<file path="config.mk">
export PLATFORM = sky130hd
export DESIGN_NAME = pattern_history_table
export DESIGN_NICKNAME = d
export VERILOG_FILES = /design/src/rtl/pattern_history_table.sv
export SDC_FILE = /design/constraint.sdc
export NUM_CORES = 1
export LEC_CHECK = 0
export CORE_MARGIN = 2
export CORE_UTILIZATION = 60
export CTS_CLUSTER_SIZE = 10
export DETAILED_ROUTE_END_ITERATION = 8
export HOLD_SLACK_MARGIN = 0.08
export MAX_ROUTING_LAYER = met4
export PLACE_DENSITY = 0.95
export SLEW_MARGIN = 20
export SYNTH_ARGS = -nofsm -noshare
export SYNTH_HDL_FRONTEND = slang
export SYNTH_SLANG_ARGS = --single-unit
</file>
<file path="constraint.sdc">
create_clock -name clk -period 15.1 [get_ports clk]
set_input_delay 4.53 -clock clk [delete_from_list [all_inputs] [get_ports clk]]
set_output_delay 4.53 -clock clk [all_outputs]
set_load 0.005 [all_outputs]
</file>
<file path="src/rtl/pattern_history_table.sv">
// Direct-mapped table of 2-bit saturating branch counters indexed by word-aligned PC.
// The table is swept to INIT_STATE after reset, then serves one lookup and one update per cycle.
module pattern_history_table #(
    parameter int         INDEX_BITS = 6,
    parameter int         PC_WIDTH   = 32,
    parameter logic [1:0] INIT_STATE = 2'b01
) (
    input  logic                  clk,
    input  logic                  rst,
    input  logic                  lookup_valid,
    input  logic [PC_WIDTH-1:0]   lookup_pc,
    input  logic                  upd_valid,
    input  logic [PC_WIDTH-1:0]   upd_pc,
    input  logic                  upd_taken,
    output logic                  ready,
    output logic                  pred_valid,
    output logic                  pred_taken,
    output logic [1:0]            pred_counter,
    output logic [INDEX_BITS-1:0] pred_index
);
    localparam int DEPTH = 2**INDEX_BITS;

    typedef enum logic {S_INIT, S_READY} state_t;

    state_t                r_state, w_state_nxt;
    logic [INDEX_BITS-1:0] r_init_ptr, w_init_ptr_nxt;
    logic [1:0]            r_table [DEPTH];

    logic                  r_pred_valid;
    logic [1:0]            r_pred_counter;
    logic [INDEX_BITS-1:0] r_pred_index;

    logic [INDEX_BITS-1:0] w_lk_idx, w_up_idx;
    logic                  w_lk_acc, w_up_acc;
    logic [1:0]            w_up_old, w_up_new, w_lk_val;
    logic                  w_unused_pc_bits;

    assign w_lk_idx = lookup_pc[INDEX_BITS+1:2];
    assign w_up_idx = upd_pc[INDEX_BITS+1:2];
    assign w_unused_pc_bits = ^{lookup_pc[PC_WIDTH-1:INDEX_BITS+2], lookup_pc[1:0],
                                upd_pc[PC_WIDTH-1:INDEX_BITS+2], upd_pc[1:0]};

    assign ready    = (r_state == S_READY);
    assign w_lk_acc = lookup_valid && ready;
    assign w_up_acc = upd_valid && ready;

    always_comb begin
        w_state_nxt    = r_state;
        w_init_ptr_nxt = r_init_ptr;
        if (r_state == S_INIT) begin
            w_init_ptr_nxt = r_init_ptr + 1'b1;
            if (r_init_ptr == {INDEX_BITS{1'b1}})
                w_state_nxt = S_READY;
        end
    end

    always_ff @(posedge clk) begin
        if (rst) begin
            r_state    <= S_INIT;
            r_init_ptr <= '0;
        end else begin
            r_state    <= w_state_nxt;
            r_init_ptr <= w_init_ptr_nxt;
        end
    end

    // Saturating counter step; no wrap in either direction.
    always_comb begin
        w_up_old = r_table[w_up_idx];
        w_up_new = w_up_old;
        if (upd_taken) begin
            if (w_up_old != 2'b11) w_up_new = w_up_old + 2'b01;
        end else begin
            if (w_up_old != 2'b00) w_up_new = w_up_old - 2'b01;
        end
    end

    // Same-index update forwards its post-update value to the lookup.
    assign w_lk_val = (w_up_acc && (w_up_idx == w_lk_idx)) ? w_up_new : r_table[w_lk_idx];

    // Single write port: the sweep only runs while not ready, updates only while ready.
    always_ff @(posedge clk) begin
        if (!rst) begin
            if (r_state == S_INIT)
                r_table[r_init_ptr] <= INIT_STATE;
            else if (w_up_acc)
                r_table[w_up_idx] <= w_up_new;
        end
    end

    always_ff @(posedge clk) begin
        if (rst) begin
            r_pred_valid   <= 1'b0;
            r_pred_counter <= '0;
            r_pred_index   <= '0;
        end else begin
            r_pred_valid <= w_lk_acc;
            if (w_lk_acc) begin
                r_pred_counter <= w_lk_val;
                r_pred_index   <= w_lk_idx;
            end
        end
    end

    assign pred_valid   = r_pred_valid;
    assign pred_counter = r_pred_counter;
    assign pred_taken   = r_pred_counter[1];
    assign pred_index   = r_pred_index;
endmodule
</file>
# Yosys cells after proc, flatten, opt, wreduce, memory -nomap -nowiden
# Memories as Yosys holds them, arrays and structs flattened. A register that Yosys moved wholly into a read port is not among the register bits.
# Cells that the tools add are included.
# W data, S select, Z words.
[totals] regBits=14 mem_bits_rw=128 input_bits=69 wordCells=29 n_memories=1
[mem_list] name="r_table" words=64 width=2 read_ports=2 rd_ports_with_merged_regs=1 wr=1 line="27" text="logic [1:0] r_table [DEPTH];"
[op_classes] n_addsub=3 n_eq_ne=2 muxes=15 reduce_logical=4
[ops] cell="$mux W1" n=10
[ops] cell="$mux W2" n=4
[ops] cell="$add A6 B1 Y6 const B" n=1
[ops] cell="$eq A6 B6 Y1 const B" n=1
[ops] cell="$mux W6" n=1
[ops] cell="$add A2 B1 Y2 const B" n=1
[ops] cell="$logic_and A1 B1 Y1" n=2
[ops] cell="$ne A2 B2 Y1 const B" n=1
[ops] cell="$reduce_bool A2 Y1" n=1
[ops] cell="$reduce_or A2 Y1" n=1
[ops] cell="$sub A2 B1 Y2 const B" n=1

# Depth between registers and ports, before layout
[depth] depth_word=7 mapped_depth=10 depth_no_buf=7

# Worst setup path after synthesis
# Ideal clock, no wire load.
[synth_path] path_kind="input-to-reg" startpoint="input upd_pc[2]" endpoint="memory r_table[0][1], data pin" setup_ps=499 arrival_time_ps=7512 slack_ps=7089 path_stages=10 path_buffers=3 cell_sequence="buf_6 -> buf_6 -> buf_6 -> mux2i_1 -> a221oi_1 -> o21ai_0 -> a22o_1 -> nor3b_1 -> a21oi_2 -> nor2_1"
[synth_between] elab_chain_len=5
[synth_lines] element="start, declared" line="13" text="input logic [PC_WIDTH-1:0] upd_pc,"
[synth_lines] element="$mem_v2 Z64 W2 (*)"
[synth_lines] element="$sub A2 B1 Y2, or another cell as far along" line="74" text="if (w_up_old != 2'b00) w_up_new = w_up_old - 2'b01;"
[synth_lines] element="$mux W2, on equally long branches" line="74, 72"
[synth_lines] element="$mux W2 (*)" line="71" text="if (upd_taken) begin"
[synth_lines] element="$mux W2 (no line) (*)"
[synth_lines] element="end, declared" line="27"
# Every way passes the cells marked *; elsewhere a longest branch is shown, timed or not.

# Worst setup path in the final report
[layout_path] startpoint="input upd_pc[4]" endpoint="memory r_table[62][0], data pin"
# Same word-level chain as after synthesis.

==> results.toml <==
[sta]
slew_viol_final = 0
worst-slew-pin-transition_ns = 1.01
hold_violations = 0
clock_skew_ns = 0.00692
rsz0062_at_grt = "false"
period_minus_slack_ns = 8.18
setup_slack_ns = 6.92
final.period_utilization_pct = 54.2
finalSetupTns_ns = 0
final-setup-viol-count = 0
maxSlewHeadroom_pct = 32.6
max_freq_mhz = 122

[finish]
fillers = 736
diodes = 0
mostFrequentLayoutCells = "edfxtp_1 (128), nor2_1 (84), mux4_2 (66), nand2_1 (37), clkdlybuf4s50_1 (25)"
areaGrowthSynthToFinish_pct = 12.3
final_common_cell = "edfxtp_1"
final_util_pct = 68.6
fin_nets = 585
drive_gt1_share_pct = 22.9

[worst_setup_path]
crit_type = "in -> reg"
start_kind = "input port"
crit_fanout = 46
arrival_ns = 8.35
crit_slowest_cell = "clkdlybuf4s50_1"
crit_path_cell_trace = "clkdlybuf4s50_1, mux4_2, a22o_1, o32ai_1, a41oi_2, o31ai_2, a21oi_1, inv_1, buf_4"
critPathMaxStageDelay_ns = 1.14
worst_ep_required_time_ns = 15.27
crit_path_end_kind = "flip-flop"

[grt]
grt_pass1_vias = 4817
grt_util_all_layers_pct = 30.7
grt_start_max_net_pins = 47
grt_pass1_wl_mm = 27.8
antenna_found_initial = 0
grt_overflow_total = 0

[synth]
ys_seq_elements = 144
async_flop_share_pct = 0
synth_edf_count = 128
syn-num-nets = 562
avgSynthCellArea_um2 = 14.8
syn_inst = 492
yosysUniqueCellTypes = 55
yosysSeqAreaShare_pct = 57.3
syn_area_mm2 = 0.00727
ys_warn_count = 0
synth_flop_cell = "edfxtp_1"

[power]
switching_power_uw = 187
peakVddDrop_uv = 73.2
leakagePower_nw = 2.83
power_uw = 884
powerDensity_mw_per_mm2 = 108
combPwrFrac_pct = 6.7
swShare_pct = 21.2
clockPowerShare_pct = 44.6
p_int_uw = 696
seqPwrFrac_pct = 48.7

[die]
die_x_um = 114
rows = 40
die-area_mm2 = 0.0130
core_mm2 = 0.0119
die_height_um = 114
ios = 80
start_util_pct = 61.1

[clocking]
holdBufCountCts = 0
cts_tree = "done"
cts_setup_buffers = 0
cts.sinks = 144
clkTransAtPathRegs_ns = 0.06
cts.path.max_buffers = 2
clk_latency_ns = 0.42
htreeDepth = 4
cts_made_buffers = 17
cts_resized = 0
clock-root-buffer = "clkbuf_16"

[placed_design]
dp_slack_ns = 6.62
place_hpwl_mm = 11.7
gp_congestion = 0.940
portBuffers = 27

[routing]
viasPerCell = 7.30
ant_nets = 0
drt-initial-drc-count = 871
drt-pass1-iter-count = 5
drt-total-wl_mm = 18.3
drc = 0
wl_per_cell_um = 27.1
dr_total_vias = 4926

[run_status]
outcome = "complete, no violations"

[flow_run]
maxCapViolCount = 0

[min_path]
hp-class = "reg -> reg"
## kinds of logic after synthesis
kind of cell | share of synthesized area, %
AOI/OAI and AO/OA | 4.82
xor gates and xnor gates | 1.08
adders and majority gates | 0.172
buffers and inverters | 2.46
DFF | 57.3
muxes | 23.8
and+or+nand+nor | 10.4
## sequential cells by signal, indices dropped and copies added, names as in the netlist
signal / count
ready: 1
pred_index: 6
r_init_ptr: 6
r_table: 128
pred_counter: 2
pred_valid: 1
## stage by stage
stage / instances / instance area [µm²] / hold WS [ns]
2_1_floorplan: 492 / 7270 / 0.453
3_3_place_gp: 643 / 7610 / 0.443
3_5_place_dp: 643 / 7610 / 0.454
4_1_cts: 675 / 8170 / 0.462
5_1_grt: 675 / 8170 / 0.490
6_report: 675 / 8170 / 0.461
## synthesized netlist by cell type (2+ instances only)
library cell | n | area [µm²]
a211oi_1 | 2 | 15.0
a21oi_1 | 12 | 60.1
a221oi_1 | 2 | 17.5
a22o_1 | 2 | 17.5
a31oi_1 | 5 | 31.3
and2_1 | 2 | 12.5
and3_1 | 4 | 25.0
buf_2 | 8 | 40.0
buf_6 | 5 | 56.3
clkbuf_1 | 14 | 52.6
dfxtp_1 | 16 | 320
edfxtp_1 | 128 | 3840
inv_1 | 4 | 15.0
mux2_2 | 10 | 113
mux2i_1 | 13 | 130
mux4_2 | 66 | 1490
nand2_1 | 37 | 139
nand2b_1 | 5 | 31.3
nand3_1 | 6 | 30.0
nand3b_1 | 3 | 22.5
nand4_1 | 2 | 12.5
nor2_1 | 85 | 319
nor2b_1 | 7 | 43.8
nor3_1 | 2 | 10.0
nor3b_1 | 4 | 30.0
o211ai_1 | 3 | 22.5
o21ai_0 | 4 | 20.0
o21ai_1 | 2 | 10.0
o21bai_1 | 2 | 15.0
o221ai_1 | 2 | 17.5
o22ai_1 | 2 | 12.5
o31ai_2 | 2 | 25.0
or2_2 | 2 | 12.5
xnor2_1 | 6 | 52.6
xor2_1 | 3 | 26.3
## path summary, 6_finish.rpt
| path | from | endpoint | slack [ns] | cells after the start |
|---|---|---|---|---|
| worst max-delay path | upd_pc[4] | r_table[62][0] | 6.92 | 9 |
| worst min-delay path | pred_index[5] | pred_index[5] | 0.46 | 2 |
| worst max register to register | r_table[7][0] | r_table[62][0] | 11.68 | 8 |
| worst min register to register | pred_index[5] | pred_index[5] | 0.46 | 2 |
## routing by layer
metal / vias to the layer above / routed length (µm) / GRT usage (%)
met3: 81 / 2160 / 6.99
li1: 1984 / - / -
met4: 0 / 822 / 15.4
met5: - / 0 / -
met2: 406 / 8830 / 45.7
met1: 2455 / 6500 / 40.3
## final cells by class
cell class / instances / area (µm²) / share of cell area [%]
flip-flops and latches: 144 / 4160 / 51.0
multi-input cells: 314 / 2940 / 36.0
clock buffers: 26 / 499 / 6.11
repair buffers: 33 / 305 / 3.74
well taps: 147 / 184 / 2.25
clock inverters: 6 / 58.8 / 0.720
inverters: 5 / 18.8 / 0.230
## critical path: cells and delay by family
kind | cells | cell delay, ns
AOI/OAI and AO/OA | 5 | 1.25
buffers and inverters | 3 | 2.11
muxes | 1 | 0.44
## power groups by stage
stage / Combinational (mW) / Sequential (mW) / Clock, mW
global route: 0.0623 / 0.430 / 0.413
floorplan: 0.0415 / 0.438 / 0
global placement: 0.0549 / 0.438 / 0
detailed placement: 0.0570 / 0.438 / 0
CTS: 0.0581 / 0.430 / 0.396
finish: 0.0594 / 0.430 / 0.394
Power figures use the tool's default switching activity.
